### src/rtl/pal_out_stage.sv
// Palette output stage: on each pixel strobe, fetches one 16-bit colour word
// from the split upper/lower palette RAMs, decodes it into 6-bit R/G/B and
// presents it to the DAC with a one-cycle PIX_VALID pulse.
// Optional feature macro: PAL_SHADOW_EN (halves each channel when the
// pixel's latched SHADOW bit is set). Without it, SHADOW is ignored.
module pal_out_stage #(
  parameter int unsigned WAIT_CYCLES = 3
) (
  input  logic        CLK_24M,
  input  logic        nRESET,
  input  logic        PIXEL_STROBE,
  input  logic [12:0] PAL_INDEX,
  input  logic        BLANK,
  input  logic        SHADOW,
  output logic [12:0] PAL_ADDR,
  output logic        PAL_nCE,
  input  logic [7:0]  PAL_DATA_U,
  input  logic [7:0]  PAL_DATA_L,
  output logic [5:0]  R,
  output logic [5:0]  G,
  output logic [5:0]  B,
  output logic        PIX_VALID,
  output logic        OVERRUN
);

  if (WAIT_CYCLES == 0 || WAIT_CYCLES > 15) begin : g_wait_range_check
    $error("pal_out_stage: WAIT_CYCLES must be in 1..15");
  end

  localparam logic [3:0] WAIT_LOAD = 4'(WAIT_CYCLES);

  typedef enum logic [1:0] {IDLE, FETCH, OUT} state_t;

  state_t      state;
  state_t      next_state;
  logic [3:0]  cnt;
  logic        blank_q;
  logic [15:0] word;
  logic        accept;
  logic        drop;
  logic        capture;
  logic        emit;
  logic [5:0]  r_dec;
  logic [5:0]  g_dec;
  logic [5:0]  b_dec;

`ifdef PAL_SHADOW_EN
  logic        shadow_q;
`else
  logic        unused_shadow;
  assign unused_shadow = SHADOW;
`endif

  // State register
  always_ff @(posedge CLK_24M or negedge nRESET) begin
    if (!nRESET) state <= IDLE;
    else         state <= next_state;
  end

  // Next-state logic
  always_comb begin
    next_state = state;
    case (state)
      IDLE:    if (PIXEL_STROBE) next_state = FETCH;
      FETCH:   if (cnt == 4'd1)  next_state = OUT;
      OUT:     next_state = PIXEL_STROBE ? FETCH : IDLE;
      default: next_state = IDLE;
    endcase
  end

  // FSM outputs; RAM enable is decoded from state so reset releases it at once
  always_comb begin
    accept  = PIXEL_STROBE && (state == IDLE || state == OUT);
    drop    = PIXEL_STROBE && (state == FETCH);
    capture = (state == FETCH) && (cnt == 4'd1);
    emit    = (state == OUT);
    PAL_nCE = !((state == FETCH) && !blank_q);
  end

  // Colour decode of the captured word; blanked pixels are forced black
  always_comb begin
    r_dec = {word[11:8], word[14], ~word[15]};
    g_dec = {word[7:4],  word[13], ~word[15]};
    b_dec = {word[3:0],  word[12], ~word[15]};
`ifdef PAL_SHADOW_EN
    if (shadow_q) begin
      r_dec = r_dec >> 1;
      g_dec = g_dec >> 1;
      b_dec = b_dec >> 1;
    end
`endif
    if (blank_q) begin
      r_dec = '0;
      g_dec = '0;
      b_dec = '0;
    end
  end

  // Access datapath: address/flag latch, wait counter, word capture, output regs
  always_ff @(posedge CLK_24M or negedge nRESET) begin
    if (!nRESET) begin
      PAL_ADDR  <= '0;
      cnt       <= '0;
      blank_q   <= 1'b0;
      word      <= '0;
      R         <= '0;
      G         <= '0;
      B         <= '0;
      PIX_VALID <= 1'b0;
      OVERRUN   <= 1'b0;
    end else begin
      PIX_VALID <= emit;
      if (emit) begin
        R <= r_dec;
        G <= g_dec;
        B <= b_dec;
      end
      if (accept) begin
        PAL_ADDR <= PAL_INDEX;
        blank_q  <= BLANK;
        cnt      <= WAIT_LOAD;
      end else if (state == FETCH) begin
        cnt <= cnt - 4'd1;
      end
      if (capture) word <= blank_q ? 16'h0000 : {PAL_DATA_U, PAL_DATA_L};
      if (drop) OVERRUN <= 1'b1;
    end
  end

`ifdef PAL_SHADOW_EN
  // Shadow flag travels with the pixel like BLANK
  always_ff @(posedge CLK_24M or negedge nRESET) begin
    if (!nRESET)     shadow_q <= 1'b0;
    else if (accept) shadow_q <= SHADOW;
  end
`endif

endmodule

### config.mk
export PLATFORM = sky130hd
export DESIGN_NAME = pal_out_stage
export DESIGN_NICKNAME = d
export VERILOG_FILES = /design/src/rtl/pal_out_stage.sv
export SDC_FILE = /design/constraint.sdc
export NUM_CORES = 1
export LEC_CHECK = 0
export ABC_AREA = 0
export BUFFER_PORTS_ARGS = -buffer_cell sky130_fd_sc_hd__buf_2
export CORE_ASPECT_RATIO = 1.5
export CORE_MARGIN = 4
export CORE_UTILIZATION = 47
export CTS_BUF_LIST = sky130_fd_sc_hd__clkbuf_2 sky130_fd_sc_hd__clkbuf_4 sky130_fd_sc_hd__clkbuf_8
export DETAILED_ROUTE_END_ITERATION = 10
export GPL_ROUTABILITY_DRIVEN = 0
export PLACE_DENSITY = 0.89
export REMOVE_ABC_BUFFERS = 1
export SLEW_MARGIN = 20
export SYNTH_ARGS = -nofsm -noshare
export SYNTH_HDL_FRONTEND = slang
export SYNTH_SLANG_ARGS = --single-unit
export TNS_END_PERCENT = 5
### constraint.sdc
create_clock -name CLK_24M -period 1.7 [get_ports CLK_24M]
set_clock_uncertainty 0.2 [all_clocks]
set_input_delay 0.34 -clock CLK_24M [delete_from_list [all_inputs] [get_ports CLK_24M]]
set_output_delay 0.34 -clock CLK_24M [all_outputs]
set_load 0.01 [all_outputs]
==> results of run 1 <==
[area by class of cell]
| class | count | area [sq um] |
|---|---|---|
| Fill cell | 368 | 1630 |
| Sequential cell | 54 | 1350 |
| Multi-Input combinational cell | 129 | 717 |
| Timing Repair Buffer | 76 | 458 |
| Clock buffer | 6 | 76.3 |
| Tap cell | 46 | 57.6 |
| Inverter | 4 | 15.0 |
| Clock inverter | 2 | 13.8 |
[logic make-up (layout without fill, tap and decap cells)]
family	after synthesis	count (layout)	synth area share, %
buf+inv	16	88	3.69
flops	54	54	63.2
simple gates	89	89	19.6
mux	1	1	0.468
compound gates	37	37	11.8
fa+ha+maj	2	2	1.17
[critical path: cells and delay by family, from the launching register on]
kind	cells	cell delay [ns]
buffers and inverters	1	0.13
and+or+nand+nor	2	0.28
DFF	1	0.43
[Yosys cell counts]
cell and number:
nor3b_4 1, o31ai_1 1, buf_6 1, nor3b_2 1
ha_1 2, and2b_1 1, o21ai_0 18, nor4_1 1
nor2b_1 1, nor2_1 2, nand2_1 61, nand3_1 1
a21o_1 1, nand2b_1 19, nand3b_1 1, mux2i_1 1
buf_2 3, a22o_1 16, clkbuf_1 6, inv_1 4
buf_4 2, dfrtp_1 54, o211ai_1 1
[repair_timing]
item                                    4_1_cts  5_1_grt
gates resized for setup                       2        1
endpoints found under the setup margin        3       31
cloned                                        0        0
buffers inserted                              2        0
endpoints found under the hold margin        54        0
hold buffers                                  1        0
[per-layer routing]
layer	share of wire, %	GRT usage, %
met1	41	19.9
met2	50	28.6
met3	7.3	4.61
met4	1.5	5.52
met5	0	0
[through the flow]
stage	hold WS, ns	utilization (%)
after CTS	0.0109	62.2
after detailed placement	0.160	59.4
after global placement	0.153	59.4
after floorplan	-0.156	-
final	0.0191	62.3
after global routing	0.0271	62.3
[final timing paths]
check / cells after the start / endpoint / slack [ns]
max: 3 / PAL_nCE / 0.02
min in group asynchronous: 3 / R[2]$_DFFE_PN0N_ / 0.35
min reg2reg: 1 / OVERRUN$_DFFE_PN0P_ / 0.26
max in group asynchronous: 3 / G[3]$_DFFE_PN0N_ / 0.70
min: 3 / PAL_ADDR[3]$_DFFE_PN0P_ / 0.02
max reg2reg: 6 / word[8]$_DFFE_PN0P_ / 0.02
[flip-flops by register name, indices dropped and copies added, names as in the netlist, 2 cells and up]
register / cells
word: 16
R: 6
cnt: 4
G: 5
PAL_ADDR: 13
B: 5
state: 2
[power groups by stage]
stage               Combinational (W)  Clock (W)  Sequential (W)
finish                        0.00192   0.000708         0.00219
global route                  0.00216   0.000785         0.00226
CTS                           0.00196   0.000727         0.00219
detailed placement            0.00189          0         0.00221
global placement              0.00182          0         0.00218
floorplan                    0.000879          0         0.00236
==> results.py, run 1 <==
metrics = {
    "critical_path": {
        "worstPathArrival_ns": 1.14,
        "cp_slowest_cell": "dfrtp_1",
        "end_kind": "output pin",
        "slowest_delay_ns": 0.43,
        "worstPathRequired_ns": 1.16,
        "startpoint": "state[0]$_DFFE_PN0P_",
        "cp_cell_sequence": "and2b_2 > nand2b_1 > buf_2",
        "crit_fanout": 5,
        "path_class": "reg -> out",
        "reg2reg_from": "cnt[1]$_DFFE_PN0P_",
        "cp-start-kind": "flip-flop",
    },
    "floorplan": {
        "die_x_microns": 63.1,
        "fp-row-count": 29,
        "dieArea_sq_um": 5710,
        "dieHeight_microns": 90.6,
        "ios": 68,
        "core_area_sq_um": 4320,
        "start_util_pct": 49.5,
    },
    "placement": {
        "dp.final_hpwl_microns": 3100,
        "dpl_cell_area_sq_um": 2560,
        "placedCellCount": 306,
        "dpl_worst_slack_ns": 0.0160,
        "portBuffers": 66,
    },
    "hold_path": {
        "min_from": "PAL_INDEX[3]",
        "hold_path.class": "in -> reg",
    },
    "yosys": {
        "ys_seq_area_share_pct": 63.2,
        "ys_warn_count": 0,
        "synth_area_per_cell_sq_um": 10.7,
        "netlist_instances": 199,
        "yosysTopAreaCellShare_pct": 63.2,
        "synth_cell_types": 23,
        "yosys.area.top_type": "dfrtp_1",
        "ys_top_cells_by_area": "dfrtp_1, nand2_1, a22o_1",
        "ys_ff_latch": 54,
        "syn_area_sq_um": 2140,
    },
    "clocking": {
        "clock_sinks": 54,
        "clk_pin_slew_ns": 0.09,
        "cts_tree": "yes",
        "cts_made_buffers": 5,
        "clk_latency_ns": 0.30,
        "root_buffer": "clkbuf_8",
        "cts_buffer_depth": 2,
        "htree_levels": 2,
    },
    "power": {
        "p_per_area_nw_per_um2": 1790,
        "p_sw_w": 0.00173,
        "vdd_drop_max_uv": 954,
        "pwr-share-comb_pct": 39.9,
        "p_int_w": 0.00309,
        "leakagePower_nw": 1.43,
        "clkPwrFrac_pct": 14.7,
        "p_seq_share_pct": 45.4,
        "total_power_w": 0.00482,
        "switching_share_pct": 35.9,
    },
    "cells_and_area": {
        "syn_to_final_growth_pct": 25.8,
        "drive_above_1_share_pct": 32.1,
        "stdcell_area_sq_um": 2690,
        "fin_nets": 306,
        "final_cell_mix": "buf_2, nand2_1, dfrtp_1",
        "num_antenna_cells": 0,
        "fin_cells": 317,
        "layout_commonest_cell": "buf_2",
    },
    "sta": {
        "hold_violations": 0,
        "min_period_ns": 1.68,
        "worstMarginPinSlew_ns": 0.553,
        "setup_viol": 0,
        "grt_setup_unrepaired": "true",
        "final-max-slew-violation-count": 0,
        "layout_setup_ws_ns": 0.0183,
        "maxSlewHeadroom_pct": 62.9,
        "setup_tns_ns": 0,
        "max_freq_mhz": 595,
        "min_period_over_period_pct": 98.9,
    },
    "run_status": {
        "status": "complete, no violations",
    },
    "run": {
        "timing.max_cap.violations": 0,
    },
    "detailed_routing": {
        "avgRoutedWirePerCell_microns": 13.7,
        "ant_nets": 0,
        "routed_wl_microns": 4340,
        "vias": 1596,
        "drt-pass1-iter-count": 4,
        "drcViolationCount": 0,
        "viasPerCell": 5.03,
        "drt-initial-drc-count": 127,
    },
    "global_route": {
        "grt_max_degree": 55,
        "grt_pass1_vias": 1709,
        "grt_overflow": 0,
        "gr-usage-all-layers_pct": 16.7,
        "antenna_found_initial": 0,
        "grt_pass1_wl_microns": 7730,
    },
}
(Power assumes the default switching activity.)
==> inputs of run 2 (changes only) <==
Settings changed: BUFFER_PORTS_ARGS -buffer_cell sky130_fd_sc_hd__buf_2 to default, CORE_UTILIZATION 47 to 55, DONT_BUFFER_PORTS from default to 1, PLACE_DENSITY 0.89 to 0.84.
==> run 2 against run 1 <==
Combinational power shrank 30%. Worst setup slack better by 0.041 ns. First-iteration DRC count shrank 47%. Clock power down 5.6%. Hold slack worse by 0.49 ns. Global-route usage rose by 3.2 points. Non-clock buffer count down 39. Core utilization rose by 8.2 points. Wire length rose by 0.99%. Largest cell class unchanged. Cell area fell by 2.7%. The flow now finishes with violations (hold timing). Die area is 13% lower. Sequential share of layout area grew 1.4 points.
==> results.py, run 2 (synthesis results as in run 1) <==
metrics = {
    "cells_and_area": {
        "syn_to_final_growth_pct": 22.5,
        "final_cell_mix": "nand2_1, dfrtp_1, dlygate4sd3_1",
        "drive_above_1_share_pct": 7.79,
        "reg.largest.list": "word (16), PAL_ADDR (13), R (6)",
        "top_register": "word",
        "largest_reg_flops": 16,
        "fin_nets": 267,
        "fillers": 263,
        "fin_cells": 274,
        "num_antenna_cells": 0,
        "layout_commonest_cell": "nand2_1",
    },
    "global_route": {
        "met3_usage_pct": 6.00,
        "gr-usage-all-layers_pct": 19.9,
        "met2_usage_pct": 33.5,
        "grt_pass1_wl_microns": 7710,
        "antenna_found_initial": 0,
        "grt_pass1_vias": 1657,
        "grt-busiest-layer": "met2",
        "grt_max_degree": 55,
        "met1_usage_pct": 24.5,
        "grt_overflow": 0,
    },
    "clocking": {
        "htree_levels": 2,
        "cts_tree": "yes",
        "post_cts_buffers": 0,
        "cts_buffer_depth": 2,
        "clock_sinks": 54,
        "clk_pin_slew_ns": 0.09,
        "root_buffer": "clkbuf_8",
        "cts_made_buffers": 5,
        "clk_latency_ns": 0.29,
        "ctsHoldBuffers": 31,
    },
    "floorplan": {
        "die_x_microns": 58.9,
        "dieHeight_microns": 84.3,
        "fp-row-count": 27,
        "core_area_sq_um": 3720,
        "start_util_pct": 57.5,
        "dieArea_sq_um": 4970,
        "ios": 68,
    },
    "run": {
        "timing.max_cap.violations": 0,
    },
    "detailed_routing": {
        "viasPerCell": 5.56,
        "avgRoutedWirePerCell_microns": 16.0,
        "vias": 1523,
        "routed_wl_microns": 4380,
        "drt-pass1-iter-count": 4,
        "drcViolationCount": 0,
        "drt-initial-drc-count": 67,
        "ant_nets": 0,
    },
    "sta": {
        "hold_violations": 54,
        "maxSlewHeadroom_pct": 78.6,
        "min_period_ns": 1.64,
        "holdWs_ns": -0.472,
        "setup_viol": 0,
        "grt_setup_unrepaired": "true",
        "max_freq_mhz": 610,
        "final-max-slew-violation-count": 0,
        "min_period_over_period_pct": 96.5,
        "worstMarginPinSlew_ns": 0.318,
    },
    "critical_path": {
        "critPathBufInv": 2,
        "cp.depth": 6,
        "cp-start-kind": "flip-flop",
        "cp_cell_sequence": "inv_2 > ha_1 > nor3b_4 > nand2_1 > buf_12 > a22o_1",
        "worstPathRequired_ns": 1.69,
        "rr_worst_depth": 6,
        "path_delay_family": "flip-flops",
        "cp_slowest_cell": "dfrtp_1",
        "end_kind": "flip-flop",
        "path_class": "reg -> reg",
        "crit_fanout": 17,
        "slowest_delay_ns": 0.41,
        "worstPathArrival_ns": 1.63,
    },
    "run_status": {
        "violations": "hold timing",
        "status": "finished with violations",
    },
    "power": {
        "vdd_drop_max_uv": 1210,
        "p_per_area_nw_per_um2": 1700,
        "total_power_w": 0.00446,
        "leakagePower_nw": 1.25,
    },
    "hold_path": {
        "hold_path.class": "in -> async",
    },
    "placement": {
        "portBuffers": 0,
        "placedCellCount": 236,
        "dp.final_hpwl_microns": 2780,
    },
}
## run 2: per-layer routing
layer  vias up  part of all wire [%]
met5         -                     0
met4         0                  0.50
met1       748                    38
li1        710                     -
met3         2                   7.5
met2        63                    54
## run 2: worst register-to-register path, delay by kind of cell (launching register included)
family	cells	cell delay, ns
adders and majority gates	1	0.14
AOI/OAI and AO/OA	1	0.23
buffers and inverters	2	0.23
DFF	1	0.41
and+or+nand+nor	2	0.32
## run 2: final timing paths
path	end	start	slack [ns]
worst max-delay path	word[5]$_DFFE_PN0P_	cnt[1]$_DFFE_PN0P_	0.06
worst min-delay path	word[4]$_DFFE_PN0P_	nRESET	-0.47
worst max register to register	word[5]$_DFFE_PN0P_	cnt[1]$_DFFE_PN0P_	0.06
worst min register to register	R[0]$_DFFE_PN0N_	word[15]$_DFFE_PN0P_	0.28
max in group asynchronous	B[5]$_DFFE_PN0N_	nRESET	1.67
min in group CLK_24M	cnt[0]$_DFFE_PN0P_	PIXEL_STROBE	0.14
## run 2: what timing repair did
action                     4_1_cts  5_1_grt
setup endpoints to repair        0       17
hold endpoints to repair        85       54
gates resized for setup          0        4
## run 2: cell type report
class,count,area (sq um),share of cell area [%]
Timing Repair Buffer,37,393,15.0
Multi-Input combinational cell,129,722,27.6
Clock buffer,5,68.8,2.63
Sequential cell,54,1350,51.6
Tap cell,43,53.8,2.06
Clock inverter,2,13.8,0.526
Inverter,4,15.0,0.574
## run 2: metrics by stage
| stage | utilization, % | cell area (sq um) | setup TNS, ns | hold WS [ns] | setup WS, ns |
|---|---|---|---|---|---|
| after floorplan | - | 2070 | 0 | -0.156 | 0.0493 |
| after global placement | 59.5 | 2210 | 0 | -0.154 | 0.0929 |
| after detailed placement | 59.5 | 2210 | 0 | -0.154 | 0.0583 |
| after CTS | 70.0 | 2600 | 0 | -0.484 | 0.0434 |
| after global routing | 70.4 | 2620 | -0.600 | -0.505 | -0.0642 |
| final | 70.4 | 2620 | 0 | -0.472 | 0.0594 |
## run 2: power by group
group / switching [W] / internal (W)
logic: 0.000664 / 0.000677
registers: 0.000592 / 0.00185
clock network: 0.000383 / 0.000285
total: 0.00164 / 0.00282
